### src/rtl/instr_issue_unit_pkg.sv
// Shared definitions for the instruction issue path:
// FSM states, legal opcodes and Funct field positions.
package instr_issue_unit_pkg;

  typedef enum logic [2:0] {
    S_IDLE,
    S_FETCH,
    S_ISSUE,
    S_WAIT_BR,
    S_HALT
  } state_t;

  localparam logic [6:0] OP_RTYPE  = 7'b0110011;
  localparam logic [6:0] OP_LOAD   = 7'b0000011;
  localparam logic [6:0] OP_STORE  = 7'b0100011;
  localparam logic [6:0] OP_BRANCH = 7'b1100011;

  localparam int FUNCT_HI     = 30;
  localparam int FUNCT_LO_MSB = 14;
  localparam int FUNCT_LO_LSB = 12;

  function automatic logic op_legal(
    input logic [6:0] op
  );
    return (op == OP_RTYPE) || (op == OP_LOAD) ||
           (op == OP_STORE) || (op == OP_BRANCH);
  endfunction

  function automatic logic [3:0] funct_of(
    input logic [31:0] w
  );
    return {w[FUNCT_HI], w[FUNCT_LO_MSB:FUNCT_LO_LSB]};
  endfunction

endpackage

### src/rtl/instr_issue_unit_branch_target_calc.sv
// Branch target: B-type immediate, taken/not-taken
// target selection and word-alignment check.
module branch_target_calc (
  input  logic [31:0] pc,
  input  logic [31:0] ir,
  input  logic        taken,
  output logic [31:0] target,
  output logic        misaligned
);

  logic [12:0] imm13;
  logic [31:0] immb;
  logic        unused_ir;

  assign imm13 = {ir[31], ir[7], ir[30:25],
                  ir[11:8], 1'b0};
  assign immb  = {{19{imm13[12]}}, imm13};

  // Modulo-2^32 wrap comes for free from the 32-bit add.
  assign target = taken ? (pc + immb) : (pc + 32'd4);
  assign misaligned = (target[1:0] != 2'b00);

  assign unused_ir = ^{ir[24:12], ir[6:0]};

endmodule

### src/rtl/instr_issue_unit.sv
// Fetch/issue sequencer: fetches one word, issues its
// opcode/funct, waits for branch resolution, updates PC.
module instr_issue_unit
  import instr_issue_unit_pkg::*;
#(
  parameter logic [31:0] RESET_PC = 32'h0000_0000
) (
  input  logic        clk,
  input  logic        reset,
  input  logic        run,
  output logic        imem_req,
  output logic [31:0] imem_addr,
  input  logic        imem_ack,
  input  logic [31:0] imem_rdata,
  output logic [6:0]  Opcode,
  output logic [3:0]  Funct,
  output logic        instr_valid,
  input  logic        instr_ready,
  input  logic        br_valid,
  input  logic        br_taken,
  output logic [31:0] pc_out,
  output logic        halted
);

  state_t      state;
  logic [31:0] pc;
  logic [31:0] ir;
  logic [31:0] br_target;
  logic        br_misalign;
  logic        is_branch;

  branch_target_calc u_btc (
    .pc         (pc),
    .ir         (ir),
    .taken      (br_taken),
    .target     (br_target),
    .misaligned (br_misalign)
  );

  assign is_branch = (ir[6:0] == OP_BRANCH);

  always_ff @(posedge clk or posedge reset) begin
    if (reset) begin
      state       <= S_IDLE;
      pc          <= RESET_PC;
      ir          <= '0;
      imem_req    <= 1'b0;
      instr_valid <= 1'b0;
      halted      <= 1'b0;
    end else begin
      unique case (state)
        S_IDLE: begin
          if (run) begin
            state    <= S_FETCH;
            imem_req <= 1'b1;
          end
        end
        S_FETCH: begin
          if (imem_ack) begin
            ir          <= imem_rdata;
            imem_req    <= 1'b0;
            instr_valid <= op_legal(imem_rdata[6:0]);
            state       <= S_ISSUE;
          end
        end
        S_ISSUE: begin
          // valid low here means the captured word was illegal
          if (!instr_valid) begin
            state  <= S_HALT;
            halted <= 1'b1;
          end else if (instr_ready) begin
            instr_valid <= 1'b0;
            if (is_branch) begin
              state <= S_WAIT_BR;
            end else begin
              pc       <= pc + 32'd4;
              state    <= run ? S_FETCH : S_IDLE;
              imem_req <= run;
            end
          end
        end
        S_WAIT_BR: begin
          if (br_valid) begin
            if (br_misalign) begin
              state  <= S_HALT;
              halted <= 1'b1;
            end else begin
              pc       <= br_target;
              state    <= run ? S_FETCH : S_IDLE;
              imem_req <= run;
            end
          end
        end
        S_HALT: begin
          state <= S_HALT;
        end
        default: begin
          state <= S_IDLE;
        end
      endcase
    end
  end

  assign Opcode    = instr_valid ? ir[6:0] : 7'd0;
  assign Funct     = instr_valid ? funct_of(ir) : 4'd0;
  assign imem_addr = pc;
  assign pc_out    = pc;

endmodule
### config.mk
export PLATFORM = sky130hd
export DESIGN_NAME = instr_issue_unit
export DESIGN_NICKNAME = d
export VERILOG_FILES = /design/src/rtl/instr_issue_unit_pkg.sv /design/src/rtl/instr_issue_unit_branch_target_calc.sv /design/src/rtl/instr_issue_unit.sv
export SDC_FILE = /design/constraint.sdc
export NUM_CORES = 1
export LEC_CHECK = 0
export CAP_MARGIN = 5
export CORE_MARGIN = 2
export CORE_UTILIZATION = 40
export CTS_CLUSTER_DIAMETER = 150
export DETAILED_ROUTE_END_ITERATION = 10
export GPL_ROUTABILITY_DRIVEN = 0
export PLACE_DENSITY_LB_ADDON = 0.15
export SYNTH_ARGS = -nofsm -noshare
export SYNTH_HDL_FRONTEND = slang
export SYNTH_HIERARCHICAL = 1
export SYNTH_SLANG_ARGS = --single-unit
### constraint.sdc
create_clock -name clk -period 3.7 [get_ports clk]
set_input_delay 0.74 -clock clk [delete_from_list [all_inputs] [get_ports clk]]
set_output_delay 0.74 -clock clk [all_outputs]
set_load 0.02 [all_outputs]
==> Yosys cells after proc, flatten, opt, wreduce, memory -nomap -nowiden <==
Cells that the tools add are included.
W data, S select, Z words.
{ "word_totals": {"word_cells": 75, "out_inout_bits": 78, "reg_bits": 70} }
{ "op_classes": {"n_reduce_logical": 14, "n_eq_ne": 19, "addsub": 2, "muxes": 34} }
{ "ops": {"columns": ["op", "n"], "rows": [
  ["$mux W32", 6],
  ["$pmux W32 S2", 1],
  ["$add A32 B3 Y32 const B", 1],
  ["$add A32 B32 Y32", 1],
  ["$mux W3", 6],
  ["$ne A2 B2 Y1 const B", 9],
  ["$pmux W3 S5", 1],
  ["$eq A7 B6 Y1 const B", 2],
  ["$eq A7 B7 Y1 const B", 2],
  ["$mux W1", 14],
  ["$reduce_and A4 Y1", 2],
  ["$reduce_and A8 Y1", 1],
  ["$eq A7 B2 Y1 const B", 1],
  ["$mux W7", 1],
  ["$eq A3 B2 Y1 const B", 2],
  ["$reduce_and A6 Y1", 1],
  ["$reduce_bool A2 Y1", 3],
  ["$mux W4", 1],
  ["$pmux W1 S2", 2],
  ["$pmux W1 S4", 1],
  ["$reduce_and A2 Y1", 2],
  ["$reduce_bool A4 Y1", 1],
  ["$eq A3 B1 Y1 const B", 1],
  ["$eq A3 B3 Y1 const B", 1],
  ["other kinds (4)", 6]
]} }

==> Logic depth before layout (Yosys ltp) <==
{ "depth": {"ltp_word": 6, "mapped_depth": 12, "ltp_nobuf": 12} }

==> Modules after synthesis <==
Netlist, hierarchy kept.
{ "by_module_without_submodules": {"columns": ["mod", "instances", "seq_area_each_um2", "area_per_inst_um2", "cells_per_inst"], "rows": [
  ["instr_issue_unit", 1, 1751.7, 3913.8, 404],
  ["branch_target_calc", 1, 0.0, 2852.7, 433]
]} }

==> Worst setup path before layout <==
No wires, ideal clock.
{ "synth_path": {"kind": "register to register", "startpoint": "reg ir[31]", "endpoint": "reg pc[31] (netlist: imem_addr[31])", "path_slack_ns": 0.759, "stages_incl_launch_ff": 12, "setup_ns": 0.086, "arrival_ns": 2.855, "path_buffers": 1, "synth_period_minus_slack_ns": 2.941, "path_cell_list": "dfrtp_1 ha_1 clkbuf_1 a211oi_1 nor2_1 o31ai_1 a311oi_2 or3_1 nand4_1 nand2b_1 mux2i_1 nor3_1"} }
{ "synth_between": {"elab_chain_len": 5} }
{ "synth_lines": {"columns": ["item", "line", "rtl"], "rows": [
  ["start, declared", "instr_issue_unit.sv:27", "logic [31:0] ir;"],
  ["start signal, assigned", "instr_issue_unit.sv:60", "ir <= imem_rdata;"],
  ["$add A32 B32 Y32", "instr_issue_unit_branch_target_calc.sv:20", "assign target = taken ? (pc + immb) : (pc + 32'd4);"],
  ["$mux W32", "instr_issue_unit_branch_target_calc.sv:20", null],
  ["net br_target[31]", "instr_issue_unit.sv:28", "logic [31:0] br_target;"],
  ["$mux W32", "instr_issue_unit.sv:84", "if (br_misalign) begin"],
  ["$mux W32", "instr_issue_unit.sv:83", "if (br_valid) begin"],
  ["$pmux W32 S2", "instr_issue_unit.sv:51", "unique case (state)"],
  ["end signal, assigned", "instr_issue_unit.sv:76", "pc <= pc + 32'd4;"],
  ["end signal, assigned", "instr_issue_unit.sv:88", "pc <= br_target;"],
  ["end, declared", "instr_issue_unit.sv:26", "logic [31:0] pc;"]
]} }
The timed path passes the listed nets, and every way through them passes these cells. The select of a mux whose other input is x is not followed.
A chain may end at the register's enable or synchronous reset.

==> Worst setup path in the final report <==
{ "layout_path": {"startpoint": "reg pc[7] (netlist: imem_addr[7])", "endpoint": "reg pc[20] (netlist: imem_addr[20])"} }
{ "layout_between": {"elab_chain_len": 5, "word_cells_on_any_way": 9, "cone_classes": "add/sub (2); mux (7)"} }
{ "layout_lines": {"columns": ["item", "line"], "rows": [
  ["$add A32 B3 Y32 / $add A32 B32 Y32 (equally long branches)", "instr_issue_unit_branch_target_calc.sv:20"],
  ["$mux W32 *", "instr_issue_unit_branch_target_calc.sv:20"],
  ["net br_target[20]", "instr_issue_unit.sv:28"],
  ["$mux W32 *", "instr_issue_unit.sv:84"],
  ["$mux W32 *", "instr_issue_unit.sv:83"],
  ["$pmux W32 S2 *", "instr_issue_unit.sv:51"]
]} }
The timed path passes the listed nets; every way through them passes the cells marked *. The select of a mux whose other input is x is not followed.

==> results_dict.tcl <==
set metrics [dict create \
    p_per_area_nw_per_um2 848 \
    worstPathCellList "ha_1 > a21oi_1 > o21ai_0 > a211oi_1 > a21oi_1 > a31oi_1 > a311oi_1 > o22ai_1 > a21oi_1" \
    drtIter0Drc 654 \
    min_path_type "flip-flop to flip-flop" \
    wire_per_inst_um 18.1 \
    status "completed" \
    holdWs_ns 0.476 \
    layout-drive-gt1-share 0.111 \
    syn_nets 889 \
    cp_slowest_cell "a21oi_1" \
    drc 0 \
    hold_depth 1 \
    cts_setup_buffers 0 \
    via_count 6763 \
    synthCells 817 \
    setup.worst_path.start_class "flip-flop" \
    dieArea_um2 17000 \
    cts-root-buf "clkbuf_16" \
    clock-sinks 60 \
    slew_violations 0 \
    hold_path_end "halted" \
    die_h_um 131 \
    critPathKind "flip-flop to flip-flop" \
    seqPwrFrac 0.185 \
    max_freq_mhz 291 \
    dp_hpwl_um 15400 \
    r2r_end "imem_addr[20]" \
    p_sw_frac 0.496 \
    area_delta_synth_final_pct 24.1 \
    reg2reg_depth 9 \
    ctsResizeCount 0 \
    crit_start "imem_addr[7]" \
    p_leak_nw 3.20 \
    period_share 0.929 \
    drt-vias-per-instance 6.02 \
    hold_viol_final 0 \
    clkLatencyLatePin_ns 0.32 \
    htreeDepth 3 \
    ir_worst_vdd_mv 0.424 \
    numCtsBuffers 9 \
    die_w_um 131 \
    grt_pass1_vias 6300 \
    grt_overflow 0 \
    relSlewSlack 0.389 \
    cp_common_cell "a21oi_1" \
    ios 117 \
    drv_cap 0 \
    io_buffers 106 \
    finalNonFillerCells 1123 \
    cts_tree "built" \
    p_switching_mw 3.34 \
    pwr-share-comb 0.690 \
    avgSynthCellArea_um2 7.84 \
    core-area_um2 15800 \
    critical_path.max_fanout 9 \
    start_util 0.406 \
    cp.required_ns 3.94 \
    syn_area_um2 6400 \
    path_clk_slew_ns 0.05 \
    total_power_mw 6.74 \
    end_kind "flip-flop" \
    finalCriticalPeriod_ns 3.44 \
    ys_warn_count 6 \
    ant_nets 0 \
    grt_max_degree 61 \
    rows 46 \
    fin_skew_ns 0.00417 \
    r2r_setup_slack_ns 0.26 \
    hold_buffers 0 \
    fin_nets 974 \
    antenna_found_initial 0 \
    clk_path_buf_depth 2 \
    drt-pass1-iter-count 6 \
    timing.setup.tns_ns 0 \
    p_int_mw 3.40 \
    rsz0062_at_grt "no" \
    grt_use_total 0.242 \
    slowest_delay_ns 0.66 \
    clkPwrFrac 0.126 \
    placed_cells_incl_taps 1107 \
    hp-start "halted" \
    grt_pass1_wl_um 32900 \
    tightest_slew_ns 0.916 \
    cp.arrival_ns 3.68 \
    routed_wirelength_um 20300 \
    setup_violations 0 \
    timing.rr.start "imem_addr[7]" \
    antenna_cells 0 \
]
[sequential cells by signal, summed over array words and instances (netlist names)]
register and flops:
state 3, instr_valid 1, halted 1, ir 22, imem_req 1, imem_addr 32
[final cells by class]
type | instances | area (um2)
fill | 1550 | 7830
multi-input combinational | 661 | 4410
sequential | 60 | 1500
timing repair buffer | 145 | 1370
tap | 216 | 270
clock buffer | 10 | 239
inverter | 25 | 93.8
clock inverter | 6 | 63.8
[through the flow]
step	setup WS [ns]	instance area [um2]	utilization
final	0.262	7950	0.504
after global placement	0.342	7640	0.485
after floorplan	0.759	6400	-
after CTS	0.479	7950	0.504
after detailed placement	0.308	7640	0.485
after global routing	0.187	7950	0.504
[power by group through the flow]
stage               combinational (mW)  clock, mW  sequential (mW)
global placement                  4.49          0             1.24
floorplan                         2.99          0             1.44
global route                      5.09      0.896             1.29
finish                            4.65      0.846             1.25
CTS                               4.59      0.865             1.24
detailed placement                4.56          0             1.25
[worst max-delay path: cells and delay by family, from the launching register on]
family / cells / cell delay, ns
AO/OA/AOI/OAI: 8 / 2.42
adder cells (fa/ha/maj): 1 / 0.44
flip-flops: 1 / 0.49
[per-layer routing]
| layer | routed length (um) | up-vias | GRT usage |
|---|---|---|---|
| li1 | - | 3217 | - |
| met1 | 9120 | 3229 | 0.340 |
| met2 | 9430 | 288 | 0.387 |
| met3 | 1350 | 29 | 0.0309 |
| met4 | 409 | 0 | 0.0782 |
| met5 | 0 | - | 0 |
[how the worst max path moves through the flow]
stage                                to  slack (ns)  cells past startpoint
after floorplan           imem_addr[31]        0.76                     11
after global placement     imem_addr[6]        0.34                      9
after detailed placement   imem_addr[2]        0.31                      9
after CTS                 imem_addr[30]        0.48                      9
after global routing      imem_addr[20]        0.19                      9
final                     imem_addr[20]        0.26                      9
[layout by cell type, fill, tap and decap left out, types with 14 or more instances in the layout]
cell type and instances:
a21oi_1 76, nand4_1 29, inv_1 22, xnor2_1 20
nand2_1 77, nand3_1 35, o21ai_1 14, o21ai_0 36
ha_1 32, o22ai_1 17, dfrtp_1 60, buf_4 38
mux2_2 23, and2_1 15, nor2_1 56, xor2_1 15
clkdlybuf4s50_1 106, nor3_1 19
No activity file was read; power rests on OpenSTA's default activity.
